## src/rtl/mips_pipe_pkg.sv

```systemverilog
// Shared pipeline definitions: next-PC select encodings and the nop word.
package mips_pipe_pkg;

    localparam logic [1:0] ADDR_SEQ    = 2'b00;
    localparam logic [1:0] ADDR_JUMP   = 2'b01;
    localparam logic [1:0] ADDR_BRANCH = 2'b10;
    localparam logic [1:0] ADDR_JR     = 2'b11;

    localparam logic [31:0] NOP_INSTR = 32'h0000_0000;

    // J-type target: upper nibble comes from the delay-slot PC held in IF/ID.
    function automatic logic [31:0] jump_target(input logic [31:0] pc_plus4,
                                                input logic [25:0] jump_field);
        return {pc_plus4[31:28], jump_field, 2'b00};
    endfunction

endpackage

```

## src/rtl/if_stage_ctrl_sat_counter.sv

```systemverilog
// Saturating up-counter with synchronous clear; holds at all-ones.
module sat_counter #(
    parameter int W = 32
) (
    input  logic         Clk,
    input  logic         Rst,
    input  logic         clr,
    input  logic         inc,
    output logic [W-1:0] cnt
);

    always_ff @(posedge Clk) begin
        if (!Rst) begin
            cnt <= '0;
        end else if (clr) begin
            cnt <= '0;
        end else if (inc && (cnt != {W{1'b1}})) begin
            cnt <= cnt + W'(1);
        end
    end

endmodule

```

## src/rtl/if_stage_ctrl.sv

```systemverilog
// Instruction-fetch stage: PC register, next-PC select, IF/ID register,
// registered ID/EX kill flag and stall/bubble/redirect debug counters.
module if_stage_ctrl #(
    parameter logic [31:0] RESET_PC = 32'h0000_0000,
    parameter int          CNT_W    = 32
) (
    input  logic             Clk,
    input  logic             Rst,
    input  logic             IF_write,
    input  logic             PC_write,
    input  logic             bubble,
    input  logic [1:0]       addrSel,
    input  logic [25:0]      JumpField,
    input  logic [31:0]      BranchTarget,
    input  logic [31:0]      JrTarget,
    input  logic [31:0]      InstrIn,
    input  logic             CntClr,
    output logic [31:0]      PC,
    output logic [31:0]      IFID_Instr,
    output logic [31:0]      IFID_PCPlus4,
    output logic             IFID_Valid,
    output logic             IDEX_Kill,
    output logic [CNT_W-1:0] StallCnt,
    output logic [CNT_W-1:0] BubbleCnt,
    output logic [CNT_W-1:0] RedirectCnt
);
    import mips_pipe_pkg::*;

    logic [31:0] pc_plus4;
    logic [31:0] next_pc;
    logic        stall_ev;
    logic        redirect_ev;

    assign pc_plus4 = PC + 32'd4;

    always_comb begin
        next_pc = pc_plus4;
        unique case (addrSel)
            ADDR_SEQ:    next_pc = pc_plus4;
            ADDR_JUMP:   next_pc = jump_target(IFID_PCPlus4, JumpField);
            ADDR_BRANCH: next_pc = BranchTarget;
            ADDR_JR:     next_pc = JrTarget;
            default:     next_pc = pc_plus4;
        endcase
    end

    always_ff @(posedge Clk) begin
        if (!Rst) begin
            PC <= RESET_PC;
        end else if (PC_write) begin
            PC <= next_pc;
        end
    end

    // IF/ID stays frozen on IF_write=0 even when the PC is redirected.
    always_ff @(posedge Clk) begin
        if (!Rst) begin
            IFID_Instr   <= NOP_INSTR;
            IFID_PCPlus4 <= 32'h0;
            IFID_Valid   <= 1'b0;
        end else if (IF_write) begin
            IFID_Instr   <= InstrIn;
            IFID_PCPlus4 <= pc_plus4;
            IFID_Valid   <= 1'b1;
        end
    end

    always_ff @(posedge Clk) begin
        if (!Rst) begin
            IDEX_Kill <= 1'b0;
        end else begin
            IDEX_Kill <= bubble;
        end
    end

    // A redirect only counts when the PC actually takes the new target.
    assign stall_ev    = ~PC_write;
    assign redirect_ev = PC_write && (addrSel != ADDR_SEQ);

    sat_counter #(.W(CNT_W)) u_stall_cnt (
        .Clk (Clk),
        .Rst (Rst),
        .clr (CntClr),
        .inc (stall_ev),
        .cnt (StallCnt)
    );

    sat_counter #(.W(CNT_W)) u_bubble_cnt (
        .Clk (Clk),
        .Rst (Rst),
        .clr (CntClr),
        .inc (bubble),
        .cnt (BubbleCnt)
    );

    sat_counter #(.W(CNT_W)) u_redirect_cnt (
        .Clk (Clk),
        .Rst (Rst),
        .clr (CntClr),
        .inc (redirect_ev),
        .cnt (RedirectCnt)
    );

endmodule

```

## config.mk

```make
export PLATFORM = sky130hd
export DESIGN_NAME = if_stage_ctrl
export DESIGN_NICKNAME = d
export VERILOG_FILES = /design/src/rtl/mips_pipe_pkg.sv /design/src/rtl/if_stage_ctrl_sat_counter.sv /design/src/rtl/if_stage_ctrl.sv
export SDC_FILE = /design/constraint.sdc
export NUM_CORES = 1
export LEC_CHECK = 0
export ABC_CLOCK_PERIOD_IN_PS = 6720
export CAP_MARGIN = 5
export CORE_MARGIN = 2
export CORE_UTILIZATION = 40
export DETAILED_ROUTE_END_ITERATION = 10
export GPL_TIMING_DRIVEN = 0
export PLACE_DENSITY = 0.67
export SYNTH_ARGS = -nofsm -noshare
export SYNTH_HDL_FRONTEND = slang
export SYNTH_SLANG_ARGS = --single-unit
```

## constraint.sdc

```tcl
create_clock -name Clk -period 6.72 [get_ports Clk]
set_clock_uncertainty 0.1 [all_clocks]
set_input_delay 1.68 -clock Clk [delete_from_list [all_inputs] [get_ports Clk]]
set_output_delay 1.68 -clock Clk [all_outputs]
set_load 0.005 [all_outputs]
```

---- Yosys cells after proc, flatten, opt, wreduce, memory -nomap -nowiden ----
Cells that the tools add are included.
storage, ports and cells
  register bits after elaboration ......... 194
  bits of input ports ..................... 130
  output and inout port bits .............. 194
  logic and storage cells ................. 28
cells by class
  add/subtract/negate cells ............... 4
  equal/unequal tests ..................... 6
  muxes and demuxes ....................... 1
  bitwise operators ....................... 2
  reduce and logical (&&, ||, !) cells .... 7
operators with widths
  operator                 number
  $pmux W32 S4             1
  $add A32 B1 Y32 const B  3
  $ne A32 B32 Y1 const B   3
  $add A32 B3 Y32 const B  1
  $eq A2 B2 Y1 const B     2
  $logic_and A1 B1 Y1      4
  $eq A2 B1 Y1 const B     1
  $logic_not A2 Y1         1
  $not A1 Y1               2
  $reduce_bool A2 Y1       1
  $reduce_or A2 Y1         1

---- Depth between registers and ports, before layout ----
Gate-level depths: netlist (run 1).
  depth after elaboration ................. 3
  depth in mapped cells ................... 8
  gate-level depth less buffers ........... 6

---- By module ----
From an unflattened synthesis (run 1), not the netlist that was laid out.
second synthesis, totals
  cells, all modules ...................... 1177
  area total of the unflattened synthesis .. 10124.7 um^2
modules (own cells, without submodules)
  module         times used  cells an instance  area each (um^2)  seq. area each (um^2)
  if_stage_ctrl  1           568                5121.2            1961.9
  sat_counter    3           203                1667.8            640.6

---- Worst setup path before layout (run 1) ----
No wires, ideal clock.
  kind .................................... input-to-reg
  from .................................... input addrSel[0]
  to ...................................... register u_redirect_cnt.cnt[27]
  setup time .............................. 0.070 ns
  arrival time ............................ 3.321 ns
  data required time ...................... 6.550 ns
  slack ................................... 3.229 ns
  stages .................................. 7
  path through ............................ buf_4 o21ai_4 or4_1 a2111o_1 buf_6 or3_1 a21oi_1
between the ends
  longest elaborated chain between the ends .. 3
RTL lines
  element               line                             source
  start, declared       if_stage_ctrl.sv:12              input logic [1:0] addrSel,
  $reduce_bool A2 Y1    if_stage_ctrl.sv:78              assign redirect_ev = PC_write && (addrSel != ADDR_SEQ);
  $logic_and A1 B1 Y1   if_stage_ctrl.sv:78
  $logic_and A1 B1 Y1   if_stage_ctrl_sat_counter.sv:17  end else if (inc && (cnt != {W{1'b1}})) begin
  end signal, assigned  if_stage_ctrl_sat_counter.sv:18  cnt <= cnt + W'(1);
  end, declared         if_stage_ctrl_sat_counter.sv:9   output logic [W-1:0] cnt
No other way between the ends.
A chain may end at the register's enable or synchronous reset.

==> run metrics, run 1 <==
fin nets between 1500 and 2000; share of cells above drive strength 1 6.13%; Iter 0 DRT Violations just under 800; setup TNS 0 ns; Pwr per Cell Area 189 nW/µm²; Rows 57; TritonCTS clock tree done; CP Class input pin to flip-flop; CORE AREA about 24000 µm²; leading area contributor after synthesis dfxtp_1; number of synthesized flops with an enable pin 0; CTS Buf Count 17; post-CTS setup buffer count 0; Max Cap Viol 0; Final Cell Area 14100 µm²; dpl hpwl 26.9 mm; Avg WL per Cell about 20 µm; LEAKAGE 0.00477 µW; Fin Hold WS 0.382 ns; Syn Inst Count 1136; GR Util met2 between 40% and 50%; synthesized net count around 1300; antenna violations before repair 0; placer congestion estimate 0.935; status finished clean; vias in the first global route 9822; most used cell, CP clkbuf_1; routing usage on met3 5.98%; flop2flop setup slack about 3.9 ns; clock latency on the worst-skew pair 0.44 ns; Netlist Area Pre-Place 9920 µm²; Yosys cell types 69; Fillers between 2000 and 2500; pre-CTS setup slack between 2 and 3 ns; pin count of the biggest net entering global routing 17; GR peak layer met2; Initial DRT Pass Iterations 6; WP data required 7.00 ns; endpoints failing setup 0; final hold vios 0; Yosys warnings 0; relative slew slack 38.0%; CTS Buffer Depth 2; Initial Utilization 40.8%; VDD IR max between 100 and 150 µV; RSZ-0062 raised after global routing no; minimum clock period between 3 and 4 ns; Max FO, Critical Path 10; Critical Path End Type flip-flop; I/O pins 324; Die Wd 161 µm; Min-Delay Path Class flip-flop to flip-flop; Tot Pwr roughly 2700 µW; Synth top area share between 30% and 40%; crit-path cells clkdlybuf4s50_1 > clkbuf_1 > clkbuf_1 > clkbuf_1 > o21ai_0 > nor2_1; Top FF cell, synth dfxtp_1; Die Y 161 µm; input/output buffers 318; global-route usage over all layers 26.9%; Synth area leaders dfxtp_1 39%, mux2i_1 4.6%, a21oi_1 4.0%, o21ai_0 3.5%, xnor2_1 3.4%; register area share after synthesis 39.2%; Startpoint Class input pin; M1 GR Usage 33.9%; Slew @ Worst Pin just over 0.9 ns; wirelength, routed ~36 mm; Resized Gates After CTS 0; DRC 0; Critical Path AT 4.00 ns; Vias 10400; die area 26100 µm²; Critical Path Max Stage Delay 0.60 ns; antenna-violating nets left 0; placed inst area 13500 µm²; grt total ovfl 0; first-pass GRT wire length 55.2 mm; synthesized area per cell 8.73 µm²; Yosys reg bits between 150 and 200; clk slew on worst S/H paths 0.07 ns; Peak Freq around 0.27 GHz; Slew Viols, Final 0; ANT cells 0; Slowest-stage cell, CP clkbuf_1; area grow syn2layout 42.2%; Synth async-reset ratio 0%; hold_buf cts 0; vias per inst 5.75; fin crit share 55.4%; Worst Setup Slack, final 3.00 ns; clock sinks just under 200; H-tree Lvls 4; root buffer cell clkbuf_16
## cell families (layout without fill, tap and decap cells)
group | after synthesis | count (layout) | share of synthesized area [%]
simple gates | 438 | 438 | 24.8
compound gates | 276 | 276 | 17.9
buf+inv | 88 | 436 | 3.70
flops | 194 | 194 | 39.2
fa+ha+maj | 4 | 4 | 0.505
xor+xnor | 59 | 59 | 5.21
mux | 77 | 77 | 8.73
## cell usage after synthesis (4+ instances only)
master	count
a211oi_1	6
a21boi_0	5
a21oi_1	79
a22o_1	4
a22oi_1	19
a31o_2	4
a31oi_1	14
and2_1	6
and3_1	12
and4_1	16
buf_1	10
buf_2	4
buf_4	4
clkbuf_1	58
dfxtp_1	194
ha_1	4
inv_1	9
mux2_2	26
mux2i_1	46
mux4_2	5
nand2_1	81
nand2b_1	8
nand3_1	35
nand4_1	53
nand4b_1	7
nor2_1	71
nor2b_1	49
nor3_1	12
nor4_1	15
o211a_1	9
o211ai_1	7
o21a_1	7
o21ai_0	69
o22ai_1	4
o31a_1	5
o31ai_1	15
or3_1	37
or4_1	21
xnor2_1	38
xor2_1	21
## state kept, by name, summed over array words and instances, names as in the netlist
| name | flops |
|---|---|
| u_bubble_cnt.cnt | 32 |
| u_stall_cnt.cnt | 32 |
| IFID_PCPlus4 | 32 |
| IFID_Valid | 1 |
| PC | 32 |
| u_redirect_cnt.cnt | 32 |
| IDEX_Kill | 1 |
| IFID_Instr | 32 |
## critical path: cells and delay by family
kind	cells	cell delay (ns)
AND/OR/NAND/NOR	1	0.12
AO/OA/AOI/OAI	1	0.22
buffers and inverters	4	1.98
## report_power, final
| part | internal, µW | leakage, µW | switching, µW | total [µW] |
|---|---|---|---|---|
| clock | 595 | 0.000286 | 471 | 1070 |
| combinational | 205 | 0.00291 | 165 | 370 |
| sequential | 1190 | 0.00158 | 39.1 | 1230 |
| total | 1990 | 0.00477 | 675 | 2660 |
## final cells by class
type | count | area (µm²) | area share (%)
sequential | 194 | 3880 | 27.5
clock buffer | 18 | 439 | 3.11
multi-input combinational | 854 | 5670 | 40.2
tap | 324 | 405 | 2.87
timing repair buffer | 318 | 3180 | 22.6
clock inverter | 12 | 156 | 1.11
buffer | 79 | 333 | 2.36
inverter | 9 | 33.8 | 0.240
## stage by stage
step,std cells,utilization [%]
CTS,1808,58.0
global placement,1778,55.5
global route,1808,58.0
finish,1808,58.0
detailed placement,1778,55.5
floorplan,1136,-
## worst paths after layout
| check | start | endpoint | cells after the start |
|---|---|---|---|
| hold / removal | IFID_Valid | IFID_Valid | 1 |
| setup / recovery | Rst | IFID_PCPlus4[17] | 6 |
| setup reg to reg | PC[2] | IFID_PCPlus4[25] | 6 |
| hold reg to reg | IFID_Valid | IFID_Valid | 1 |
## placed cells by master, fill, tap and decap left out, types with 14 or more instances in the layout
master,n
clkdlybuf4s50_1,318
dfxtp_1,194
nand2_1,81
a21oi_1,79
nor2_1,71
o21ai_0,69
clkbuf_1,58
nand4_1,53
nor2b_1,49
mux2i_1,46
xnor2_1,38
or3_1,37
nand3_1,35
mux2_2,26
xor2_1,21
or4_1,21
a22oi_1,19
clkbuf_16,17
and4_1,16
nor4_1,15
o31ai_1,15
a31oi_1,14
## layer usage
layer / vias to the layer above / part of all wire (%)
met1: 4963 / 42
li1: 4900 / -
met3: 85 / 7.5
met5: - / 0
met2: 452 / 47
met4: 0 / 4.0
No activity file was read; power rests on OpenSTA's default activity.
==> run 2, diff against run 1 <==
--- a/config.mk
+++ b/config.mk
@@ -5,13 +5,13 @@
 export SDC_FILE = /design/constraint.sdc
 export NUM_CORES = 1
 export LEC_CHECK = 0
-export ABC_CLOCK_PERIOD_IN_PS = 6720
+export ABC_CLOCK_PERIOD_IN_PS = 3050
 export CAP_MARGIN = 5
 export CORE_MARGIN = 2
 export CORE_UTILIZATION = 40
 export DETAILED_ROUTE_END_ITERATION = 10
 export GPL_TIMING_DRIVEN = 0
-export PLACE_DENSITY = 0.67
+export PLACE_DENSITY = 0.7
 export SYNTH_ARGS = -nofsm -noshare
 export SYNTH_HDL_FRONTEND = slang
 export SYNTH_SLANG_ARGS = --single-unit
==> constraint.sdc (replaced) <==
create_clock -name Clk -period 3.05 [get_ports Clk]
set_clock_uncertainty 0.1 [all_clocks]
set_input_delay 0.7625 -clock Clk [delete_from_list [all_inputs] [get_ports Clk]]
set_output_delay 0.7625 -clock Clk [all_outputs]
set_load 0.005 [all_outputs]
==> run metrics, run 2 (synthesis gave the netlist of run 1 again) <==
placer congestion estimate approximately 0.92; CP Class flip-flop to flip-flop; fin nets 1607; relative slew slack 36.3%; most frequent cells in the layout 318 x clkdlybuf4s50_1, 194 x dfxtp_1, 81 x nand2_1; dpl hpwl 26.5 mm; area grow syn2layout 41.9%; Slew @ Worst Pin 0.947 ns; Tot Pwr 5740 µW; Critical Path AT 2.94 ns; P_int 4160 µW; Peak Freq 0.366 GHz; net switching power 1580 µW; CORE AREA 24300 µm²; status finished clean; Worst Setup Slack, final 0.314 ns; CTS Buf Count 17; hold_buf cts 0; Pwr per Cell Area 408 nW/µm²; antenna-violating nets left 0; minimum clock period 2.74 ns; Avg WL per Cell 19.4 µm; ANT cells 0; wirelength, routed between 30 and 40 mm; input/output buffers 318; H-tree Lvls 4; Fillers 2213; Die Y 161 µm; Iter 0 DRT Violations 919; Rows 57; setup TNS 0 ns; VDD IR max 260 µV; Comb power frac around 14%; Initial Utilization between 40% and 50%; Max Cap Viol 0; TritonCTS clock tree done; Max FO, Critical Path 10; first-pass GRT wire length 55.4 mm; Min-Delay Path Class flip-flop to flip-flop; Initial DRT Pass Iterations 5; I/O pins around 320; global-route usage over all layers 26.8%; endpoints failing setup 0; Resized Gates After CTS 0; post-CTS setup buffer count 0; share of cells above drive strength 1 6.26%; pre-CTS setup slack -0.0386 ns; Die Wd between 150 and 200 µm; Startpoint Class flip-flop; final hold vios 0; pin count of the biggest net entering global routing 20; Critical Path End Type flip-flop; RSZ-0062 raised after global routing no; root buffer cell clkbuf_16; Sw Ratio ~28%; most common cell after layout, fill and taps aside clkdlybuf4s50_1; CTS Buffer Depth 2; vias per inst around 5.7; DRC 0; WP data required between 3 and 4 ns; antenna violations before repair 0; Vias 10300; clk slew on worst S/H paths 0.08 ns; clock latency on the worst-skew pair 0.44 ns; Clock power frac around two fifths; Slew Viols, Final 0; share of power burned in registers 47.0%; clock sinks 194; grt total ovfl 0; fin crit share 89.7%; vias in the first global route 9854; die area between 20000 and 30000 µm²; LEAKAGE 0.00477 µW
==> run 2: layout make-up <==
class / count / area (µm²) / area share (%)
Buffer: 79 / 333 / 2.36
Multi-Input combinational cell: 854 / 5670 / 40.3
Inverter: 9 / 33.8 / 0.240
Timing Repair Buffer: 318 / 3180 / 22.6
Tap cell: 324 / 405 / 2.88
Clock buffer: 17 / 425 / 3.02
Sequential cell: 194 / 3880 / 27.6
Clock inverter: 15 / 145 / 1.03
==> run 2: path summary, 6_finish.rpt <==
kind	from	to	slack, ns	cells after the start
worst max-delay path	PC[2]	IFID_PCPlus4[25]	0.31	6
worst min-delay path	IFID_Valid	IFID_Valid	0.37	1
worst max register to register	PC[2]	IFID_PCPlus4[25]	0.31	6
worst min register to register	IFID_Valid	IFID_Valid	0.37	1
==> run 2: through the flow <==
stage | hold slack, ns | cells | cell area (µm²) | utilization [%]
after floorplan | 0.351 | 1136 | 9920 | -
after global placement | 0.353 | 1778 | 13500 | 55.5
after detailed placement | 0.344 | 1778 | 13500 | 55.5
after CTS | 0.368 | 1810 | 14100 | 57.9
after global routing | 0.406 | 1810 | 14100 | 57.9
final | 0.366 | 1810 | 14100 | 57.9
==> run 2: power by group through the flow <==
stage          clock [µW]  sequential, µW  combinational (µW)
6_report             2230            2700                 813
5_1_grt              2360            2710                 872
4_1_cts              2250            2690                 813
3_5_place_dp            0            2750                 808
3_3_place_gp            0            2750                 803
2_1_floorplan           0            2740                 331
==> run 2: metal layers <==
layer	GRT usage [%]	up-vias	share of wire (%)
li1	-	4884	-
met1	34.1	4915	42
met2	44.0	429	47
met3	6.21	65	7.6
met4	10.6	0	3.6
met5	0	-	0
==> run 2: worst max-delay path, stage by stage, from the launching register on <==
cell,delay [ns]
dfxtp_1,0.53
nand3_2,0.29
nor4_1,0.70
clkbuf_1,0.50
nand3_1,0.24
xor2_1,0.18
a21oi_1,0.07
==> run 3, diff against run 2 <==
--- a/config.mk
+++ b/config.mk
@@ -11,7 +11,7 @@
 export CORE_UTILIZATION = 40
 export DETAILED_ROUTE_END_ITERATION = 10
 export GPL_TIMING_DRIVEN = 0
-export PLACE_DENSITY = 0.7
+export PLACE_DENSITY_LB_ADDON = 0.08
 export SYNTH_ARGS = -nofsm -noshare
 export SYNTH_HDL_FRONTEND = slang
 export SYNTH_SLANG_ARGS = --single-unit
==> run metrics, run 3 (synthesis gave the netlist of run 1 again) <==
share of cells above drive strength 1 under 10%; I/O pins approximately 320; crit-path cells nand3_2 > nor4_1 > clkbuf_1 > nand3_1 > xor2_1 > a21oi_1; dpl hpwl about 26 mm; top sig layer met4; endpoints failing setup 0; Critical Path AT 3.17 ns; placer congestion estimate 0.903; Min-Delay Path Class flip-flop to flip-flop; grt total ovfl 0; Fillers 2215; most frequent cells in the layout 318 x clkdlybuf4s50_1, 194 x dfxtp_1, 81 x nand2_1; antenna violations before repair 0; Peak Freq 0.345 GHz; met3 routed WL 2.93 mm; WP data required 3.32 ns; clk slew on worst S/H paths 0.08 ns; Critical path buffers and inverters 1; die area 26100 µm²; met2 routed WL 16.4 mm; Slew @ Worst Pin between 1 and 1.5 ns; area grow syn2layout 42.0%; CTS Buf Count 17; global-route usage over all layers 26.5%; Slowest-stage cell, CP nor4_1; vias in the first global route approximately 9600; fin crit share 95.1%; most common cell after layout, fill and taps aside clkdlybuf4s50_1; relative slew slack around 30%; Avg WL per Cell 19.3 µm; Resized Gates After CTS 0; M1 WL approximately 15 mm; pin count of the biggest net entering global routing 20; Largest delay share family, worst path simple AND/OR/NAND/NOR gates; setup TNS 0 ns; VDD IR max 282 µV; status finished clean; input/output buffers 318; TritonCTS clock tree done; first-pass GRT wire length 54.6 mm; minimum clock period 2.90 ns; final hold vios 0; Startpoint Class flip-flop; RSZ-0062 raised after global routing no; Iter 0 DRT Violations 791; CP Class flip-flop to flip-flop; Max FO, Critical Path 10; H-tree Lvls 4; root buffer cell clkbuf_16; Pwr per Cell Area 407 nW/µm²; Vias 10100; Die Wd 161 µm; Rows 57; Initial Utilization 40.8%; fin nets 1607; post-CTS setup buffer count 0; Initial DRT Pass Iterations 5; hold_buf cts 0; Die Y 161 µm; Critical Path End Type flip-flop; clock latency on the worst-skew pair 0.44 ns; Max Cap Viol 0; wirelength, routed 34.9 mm; LEAKAGE between 0.004 and 0.005 µW; DRC 0; Critical Path Max Stage Delay around 0.76 ns; antenna-violating nets left 0; clock sinks 194; placed inst area 13500 µm²; Slew Viols, Final 0; vias per inst 5.56; Final Cell Area 14100 µm²; CTS Buffer Depth 2; CORE AREA roughly 24000 µm²
run 3: final timing paths:
kind | from | end | slack, ns | cells past startpoint
hold reg to reg | IFID_PCPlus4[12] | IFID_PCPlus4[12] | 0.39 | 1
setup / recovery | PC[4] | IFID_PCPlus4[25] | 0.15 | 6
setup reg to reg | PC[4] | IFID_PCPlus4[25] | 0.15 | 6
hold / removal | IFID_PCPlus4[12] | IFID_PCPlus4[12] | 0.39 | 1
run 3: through the flow:
stage / util [%] / total power (µW) / hold WS, ns / setup WS, ns / cells
after floorplan: - / 3070 / 0.351 / 0.476 / 1136
after global placement: 55.5 / 3550 / 0.362 / -0.280 / 1778
after detailed placement: 55.5 / 3560 / 0.368 / -0.272 / 1778
after CTS: 57.9 / 5760 / 0.389 / 0.175 / 1810
after global routing: 57.9 / 5950 / 0.409 / 0.00494 / 1810
final: 57.9 / 5730 / 0.386 / 0.148 / 1811
run 3: worst register-to-register path: stages (launching register included):
cell and delay, ns:
dfxtp_1 0.53, nand3_2 0.31, nor4_1 0.77, clkbuf_1 0.50, nand3_1 0.26, xor2_1 0.20
a21oi_1 0.17
run 3: layer usage:
metal,global-route usage (%),up-vias
met5,0,-
met4,9.25,0
met3,6.81,52
met2,43.3,380
met1,34.1,4727
li1,-,4906
run 3: area by class of cell:
class | instances | area (µm²) | area share (%)
multi-input combinational | 854 | 5670 | 40.2
sequential | 194 | 3880 | 27.6
timing repair buffer | 318 | 3180 | 22.6
clock buffer | 18 | 429 | 3.05
tap | 324 | 405 | 2.88
buffer | 79 | 333 | 2.36
clock inverter | 14 | 146 | 1.04
inverter | 9 | 33.8 | 0.240
antenna | 1 | 2.50 | 0.0178
run 3: report_power, final:
part           internal [µW]  leakage [µW]  switching, µW  total, µW
combinational            451       0.00291            352        803
clock                   1090      0.000282           1140       2230
sequential              2610       0.00158           83.8       2700
